===== config.mk =====
export PLATFORM = sky130hd
export DESIGN_NAME = mac_sched
export DESIGN_NICKNAME = d
export VERILOG_FILES = /design/src/rtl/mac_sched.sv
export SDC_FILE = /design/constraint.sdc
export NUM_CORES = 1
export LEC_CHECK = 0
export BUFFER_PORTS_ARGS = -buffer_cell sky130_fd_sc_hd__clkbuf_2
export CAP_MARGIN = 10
export CORE_MARGIN = 1
export CORE_UTILIZATION = 42
export DETAILED_ROUTE_END_ITERATION = 8
export PLACE_DENSITY = 0.81
export SETUP_SLACK_MARGIN = 0.3
export SLEW_MARGIN = 5
export SYNTH_ARGS = -nofsm -noshare
export SYNTH_HDL_FRONTEND = slang
export SYNTH_SLANG_ARGS = --single-unit

===== constraint.sdc =====
create_clock -name clk -period 1.7 [get_ports clk]
set_input_delay 0.34 -clock clk [delete_from_list [all_inputs] [get_ports clk]]
set_output_delay 0.34 -clock clk [all_outputs]
set_load 0.005 [all_outputs]

===== src/rtl/mac_sched.sv =====
// mac_sched: round-robin scheduler feeding BURST operand pairs from one of two requesters into a mac
//   req0/req1, in_a*/in_b*  : requests and signed 4-bit operands per requester
//   gnt0/gnt1               : registered grant, operand pair sampled on each gnt-high edge
//   mac_a/mac_b/mac_valid   : operands to the mac, one cycle behind gnt, zero when not valid
//   mac_out/mac_out_valid   : accumulated result from the mac, only honoured in WAIT
//   res_data/res_valid0/1   : captured result and one-cycle strobe to the owner
//   err                     : one-cycle strobe when the mac result does not arrive within TMO cycles
//   busy                    : high whenever the scheduler is not idle
module mac_sched #(
  parameter int BURST = 8,
  parameter int TMO = 15
) (
  input  logic               clk,
  input  logic               reset,
  input  logic               req0,
  input  logic               req1,
  input  logic signed [3:0]  in_a0,
  input  logic signed [3:0]  in_b0,
  input  logic signed [3:0]  in_a1,
  input  logic signed [3:0]  in_b1,
  output logic               gnt0,
  output logic               gnt1,
  output logic signed [3:0]  mac_a,
  output logic signed [3:0]  mac_b,
  output logic               mac_valid,
  input  logic signed [10:0] mac_out,
  input  logic               mac_out_valid,
  output logic signed [10:0] res_data,
  output logic               res_valid0,
  output logic               res_valid1,
  output logic               err,
  output logic               busy
);
  typedef enum logic [2:0] {IDLE, FEED, DRAIN, WAIT, RESP} state_t;
  state_t state, next;
  logic [2:0] fcnt;
  logic [3:0] wcnt;
  logic last, own, pick, nown, timeout;
  always_comb begin
    pick = (req0 & req1) ? ~last : req1;
    nown = (state == IDLE) ? pick : own;
    timeout = (state == WAIT) && !mac_out_valid && (wcnt == 4'(TMO - 1));
    next = state;
    case (state)
      IDLE:  next = (req0 | req1) ? FEED : IDLE;
      FEED:  next = (fcnt == 3'(BURST - 1)) ? DRAIN : FEED;
      DRAIN: next = WAIT;
      WAIT:  next = mac_out_valid ? RESP : timeout ? IDLE : WAIT;
      RESP:  next = IDLE;
      default: next = IDLE;
    endcase
  end
  always_ff @(posedge clk) begin
    if (reset) begin
      state <= IDLE;
      fcnt <= '0;
      wcnt <= '0;
      last <= 1'b1;
      own <= 1'b0;
      gnt0 <= 1'b0;
      gnt1 <= 1'b0;
      mac_a <= '0;
      mac_b <= '0;
      mac_valid <= 1'b0;
      res_data <= '0;
      res_valid0 <= 1'b0;
      res_valid1 <= 1'b0;
      err <= 1'b0;
      busy <= 1'b0;
    end else begin
      state <= next;
      fcnt <= (state == FEED && next == FEED) ? fcnt + 3'd1 : 3'd0;
      wcnt <= (state == WAIT) ? wcnt + 4'd1 : 4'd0;
      if (state == IDLE && next == FEED) begin
        own <= pick;
        last <= pick;
      end
      gnt0 <= (next == FEED) && !nown;
      gnt1 <= (next == FEED) && nown;
      mac_valid <= gnt0 | gnt1;
      mac_a <= gnt0 ? in_a0 : gnt1 ? in_a1 : 4'sd0;
      mac_b <= gnt0 ? in_b0 : gnt1 ? in_b1 : 4'sd0;
      if (state == WAIT && mac_out_valid) res_data <= mac_out;
      res_valid0 <= (next == RESP) && !own;
      res_valid1 <= (next == RESP) && own;
      err <= timeout;
      busy <= next != IDLE;
    end
  end
endmodule


# Word-level counts from Yosys, hierarchy flattened
# Index checks and enable logic that the tools add are counted.
totals:
  in_bits: 32
  mem_count: 0
  latchBits: 0
  reg_bits: 38
  ramBits: 0
  rom_bits: 0
classes:
  n_mux: 11
  n_mul: 0
  n_div: 0
  bitwise: 6
  n_lt_le_gt_ge: 0
  n_eq_ne: 7
  n_reduce_logical: 16
  n_addsub: 2
  shifts: 0
op_table:
  columns: ["op", "n"]
  rows:
  - ["$mux W4", 4]
  - ["$pmux W3 S4", 1]
  - ["$logic_and A1 B1 Y1", 9]
  - ["$eq A3 B1 Y1 const B", 2]
  - ["$eq A3 B2 Y1 const B", 2]
  - ["$eq A3 B3 Y1 const B", 2]
  - ["$add A4 B1 Y4 const B", 1]
  - ["$eq A4 B4 Y1 const B", 1]
  - ["$mux W2", 2]
  - ["$reduce_or A2 Y1", 2]
  - ["$add A3 B1 Y3 const B", 1]
  - ["$logic_not A1 Y1", 3]
  - ["$logic_not A3 Y1", 1]
  - ["$mux W1", 3]
  - ["$mux W3", 1]
  - ["$not A1 Y1", 3]
  - ["$reduce_bool A3 Y1", 1]
  - ["$or A1 B1 Y1", 2]
  - ["$and A1 B1 Y1", 1]

# Longest topological paths before layout
depth:
  ltp_word: 10
  depth_mapped: 5
  depth_no_buf: 5

# Worst setup path after synthesis
# OpenSTA, ideal clock, no wires.
synth_path:
  path_type: "reg-to-reg"
  start: "register fcnt[0]"
  end: "register busy"
  path_slack_ps: 164
  path_stages_with_launch: 6
  setup_time_ps: 74
  arrival_time_ps: 1462
  period_less_slack_ps: 1536
  n_path_buf: 0
  required_time_ps: 1626
  cell_sequence: "dfxtp_1 ha_1 ha_1 and2_4 or4_4 a31oi_1"
synth_via:
  elab_chain_cells: 4
synth_rtl:
  columns: ["element", "line", "text"]
  rows:
  - ["from (decl)", "36", "logic [2:0] fcnt;"]
  - ["from (signal assigned)", "72", "fcnt <= (state == FEED && next == FEED) ? fcnt + 3'd1 : 3'd0;"]
  - ["$eq A3 B3 Y1", "46", "FEED: next = (fcnt == 3'(BURST - 1)) ? DRAIN : FEED;"]
  - ["$mux W2", "46", null]
  - ["$pmux W3 S4", "44", "case (state)"]
  - ["$reduce_bool A3 Y1", "87", "busy <= next != IDLE;"]
  - ["to (signal assigned)", "69", "busy <= 1'b0;"]
  - ["to (signal assigned)", "87", null]
  - ["to (decl)", "32", "output logic busy"]
# No other way between the ends.
# A chain may end at the register's enable or synchronous reset.

# Final worst setup path
layout_path:
  start: "register fcnt[0]"
  end: "register gnt0"
layout_via:
  elab_chain_cells: 5
layout_rtl:
  columns: ["element", "line", "text"]
  rows:
  - ["$eq A3 B3 Y1", "46", null]
  - ["$mux W2", "46", null]
  - ["$pmux W3 S4", "44", null]
  - ["$eq A3 B1 Y1", "78", "gnt0 <= (next == FEED) && !nown;"]
  - ["$logic_and A1 B1 Y1", "78", null]
  - ["to (signal assigned)", "78", null]
  - ["to (decl)", "21", "output logic gnt0,"]
# No other way between the ends.

==> flow_metrics.env <==
export IMPL_whs_path_depth=2
export IMPL_p_per_area_nw_per_um2=850
export IMPL_setup_ws_ns=0.255
export IMPL_dpl_cell_count=243
export IMPL_vias=1218
export IMPL_die_h_um=59.6
export IMPL_place_congestion=0.785
export IMPL_synth_adder_area_share_pct=3.60
export IMPL_antennaDiodeCount=0
export IMPL_coreArea_um2=3100
export IMPL_netlist_area_um2=1390
export IMPL_yosysWarnings=0
export IMPL_holdCritPathClass="input port to flop"
export IMPL_ant_nets=0
export IMPL_leakage_nw=0.782
export IMPL_port_buffers=57
export IMPL_total_power_w=0.00152
export IMPL_cts_buffers=5
export IMPL_gr_usage_all_layers_pct=16.3
export IMPL_synth_edf_count=0
export IMPL_seq_power_share_pct=61.3
export IMPL_switching_power_w=0.000346
export IMPL_rsz0062_at_grt="true"
export IMPL_grt_pass1_wl_um=4170
export IMPL_synthCells=148
export IMPL_switching_share_pct=22.7
export IMPL_slew_violations=0
export IMPL_worstMarginPinSlew_ns=0.433
export IMPL_period_needed_ns=1.44
export IMPL_synth_compound_area_share_pct=12.6
export IMPL_hold_violations=0
export IMPL_die_area_um2=3550
export IMPL_drt_pass1_iter_count=4
export IMPL_drive_above_1_share_pct=38.2
export IMPL_place_ws_ns=0.248
export IMPL_synthSimpleGateAreaFrac_pct=24.6
export IMPL_synth_area_leader_cell="dfxtp_1"
export IMPL_synth_ff_type="dfxtp_1"
export IMPL_grt_overflow=0
export IMPL_yosysMostFrequentCell="dfxtp_1"
export IMPL_max_cap_violations=0
export IMPL_muxShareOfSynthArea_pct=0
export IMPL_setup_viol=0
export IMPL_ys_types=32
export IMPL_cts_tree="done"
export IMPL_via_per_inst=4.85
export IMPL_start_kind="flop"
export IMPL_crit_type="flop to flop"
export IMPL_power_internal_w=0.00118
export IMPL_fp_row_count=20
export IMPL_nNetsFinal=242
export IMPL_final_area_um2=1790
export IMPL_ff2ff_path_depth=5
export IMPL_synthTopCellsByArea="dfxtp_1, nand2_1, a21oi_1, nor2_1, a22oi_1"
export IMPL_async_reset_ff_share_pct=0
export IMPL_drt_wirelength_per_cell_um=10.8
export IMPL_clk_pin_slew_ns=0.10
export IMPL_clockPowerShare_pct=31.2
export IMPL_cts_root_buf="clkbuf_4"
export IMPL_status="finished, final reports clean"
export IMPL_dp_hpwl_um=2040
export IMPL_fin_cells=251
export IMPL_cts_hold_buffers_added=0
export IMPL_fp_dieW_um=59.6
export IMPL_ys_ff_latch=38
export IMPL_ys_seq_area_share_pct=54.7
export IMPL_required_ns=1.97
export IMPL_grt_max_degree=26
export IMPL_p_comb_share_pct=7.6
export IMPL_drt_iter0_drc=46
export IMPL_io_pins=58
export IMPL_syn_avg_cell_area_um2=9.40
export IMPL_synth_xor_area_share_pct=1.26
export IMPL_cts_sinks=38
export IMPL_synth_nets=184
export IMPL_synth_common_cells="dfxtp_1, nand2_1, nor2_1"
export IMPL_htree_levels=2
export IMPL_path_max_fanout=4
export IMPL_synth_top_family_by_area="simple AND/OR/NAND/NOR gates"
export IMPL_placed_cell_area_um2=1730
export IMPL_clockBufferDepth=2
export IMPL_drcViolationCount=0
export IMPL_critical_path_arrival_ns=1.72
export IMPL_start_util_pct=44.8
export IMPL_min_period_over_period_pct=85.0
export IMPL_grt_pass1_vias=1002
export IMPL_area_growth_pct=29.0
export IMPL_max_freq_mhz=692
export IMPL_slew_headroom_pct=71.1
export IMPL_end_kind="flop"
export IMPL_synth_top_area_share_pct=54.7
export IMPL_antenna_found_initial=0
export IMPL_fin_worst_skew_ns=0.00224
export IMPL_setup_tns_final_ns=0
export IMPL_routed_wl_um=2710
export IMPL_vdd_drop_max_mv=0.423
export IMPL_clk_latency_ns=0.33
[layer usage]
layer | wire length, um | track usage, %
met1 | 1200 | 18.3
met2 | 1280 | 26.2
met3 | 194 | 5.68
met4 | 42 | 10.3
met5 | 0 | 0
[logic make-up after synthesis]
family                   Yosys count
flip-flops                        38
AO/OA/AOI/OAI                     28
AND/OR/NAND/NOR                   67
XOR/XNOR                           2
adder cells (fa/ha/maj)            4
buffers and inverters              9
[state kept, by name, indices dropped and copies added, names as in the netlist, 3 cells and up]
name / flops
res_data: 11
mac_a: 4
mac_b: 4
wcnt: 4
fcnt: 3
state: 3
[worst paths after layout]
| kind | start | to | slack, ns |
|---|---|---|---|
| setup / recovery | fcnt[0] | gnt0 | 0.26 |
| hold / removal | mac_out_valid | err | 0.21 |
| setup reg to reg | fcnt[0] | gnt0 | 0.26 |
| hold reg to reg | fcnt[0] | fcnt[0] | 0.44 |
[repair_timing]
action / 4_1_cts / 5_1_grt
setup buffers: 0 / 0
gates cloned: 0 / 0
pin swaps: 0 / 2
endpoints found under the setup margin: 5 / 14
resized for setup: 0 / 1
[cell type report]
cell class	count	area (um^2)
clock buffer	7	55.1
fill	297	1310
sequential	38	764
multi-input combinational	101	611
tap	44	55.1
clock inverter	1	5.00
inverter	1	3.75
timing repair buffer	59	300
[power by group through the flow]
| stage | clock, W | combinational, W | sequential (W) |
|---|---|---|---|
| finish | 0.000475 | 0.000116 | 0.000934 |
| global route | 0.000531 | 0.000132 | 0.000938 |
| CTS | 0.000491 | 0.000117 | 0.000934 |
| detailed placement | 0 | 0.000117 | 0.000955 |
| global placement | 0 | 0.000116 | 0.000954 |
| floorplan | 0 | 0.0000618 | 0.000947 |
[worst max-delay path, stage by stage (launching register included)]
cell     delay [ns]
dfxtp_2        0.35
ha_4           0.16
ha_4           0.15
and2_4         0.13
or4_4          0.45
nor3b_2        0.16
[stage by stage]
step / util (%) / hold slack [ns]
finish: 57.8 / 0.205
global route: 57.8 / 0.203
CTS: 57.8 / 0.197
detailed placement: 55.8 / 0.420
global placement: 55.8 / 0.416
floorplan: - / 0.407
[placed cells by master, fill, tap and decap left out, types with 2 or more instances in the layout]
cell      synthesis  final
clkbuf_2          0     57
dfxtp_1          38     35
nand2_1          25     25
nor2_1           17     17
a21oi_1          15     15
a22oi_1           7      7
clkbuf_4          0      5
nand3_1           4      4
nor2b_1           3      3
and2_1            3      3
nor3_1            3      3
dfxtp_2           0      3
nor3_2            2      2
nand3b_1          2      2
a31oi_1           2      2
ha_4              0      2
ha_1              4      2
buf_4             0      2
(Power assumes the default switching activity.)
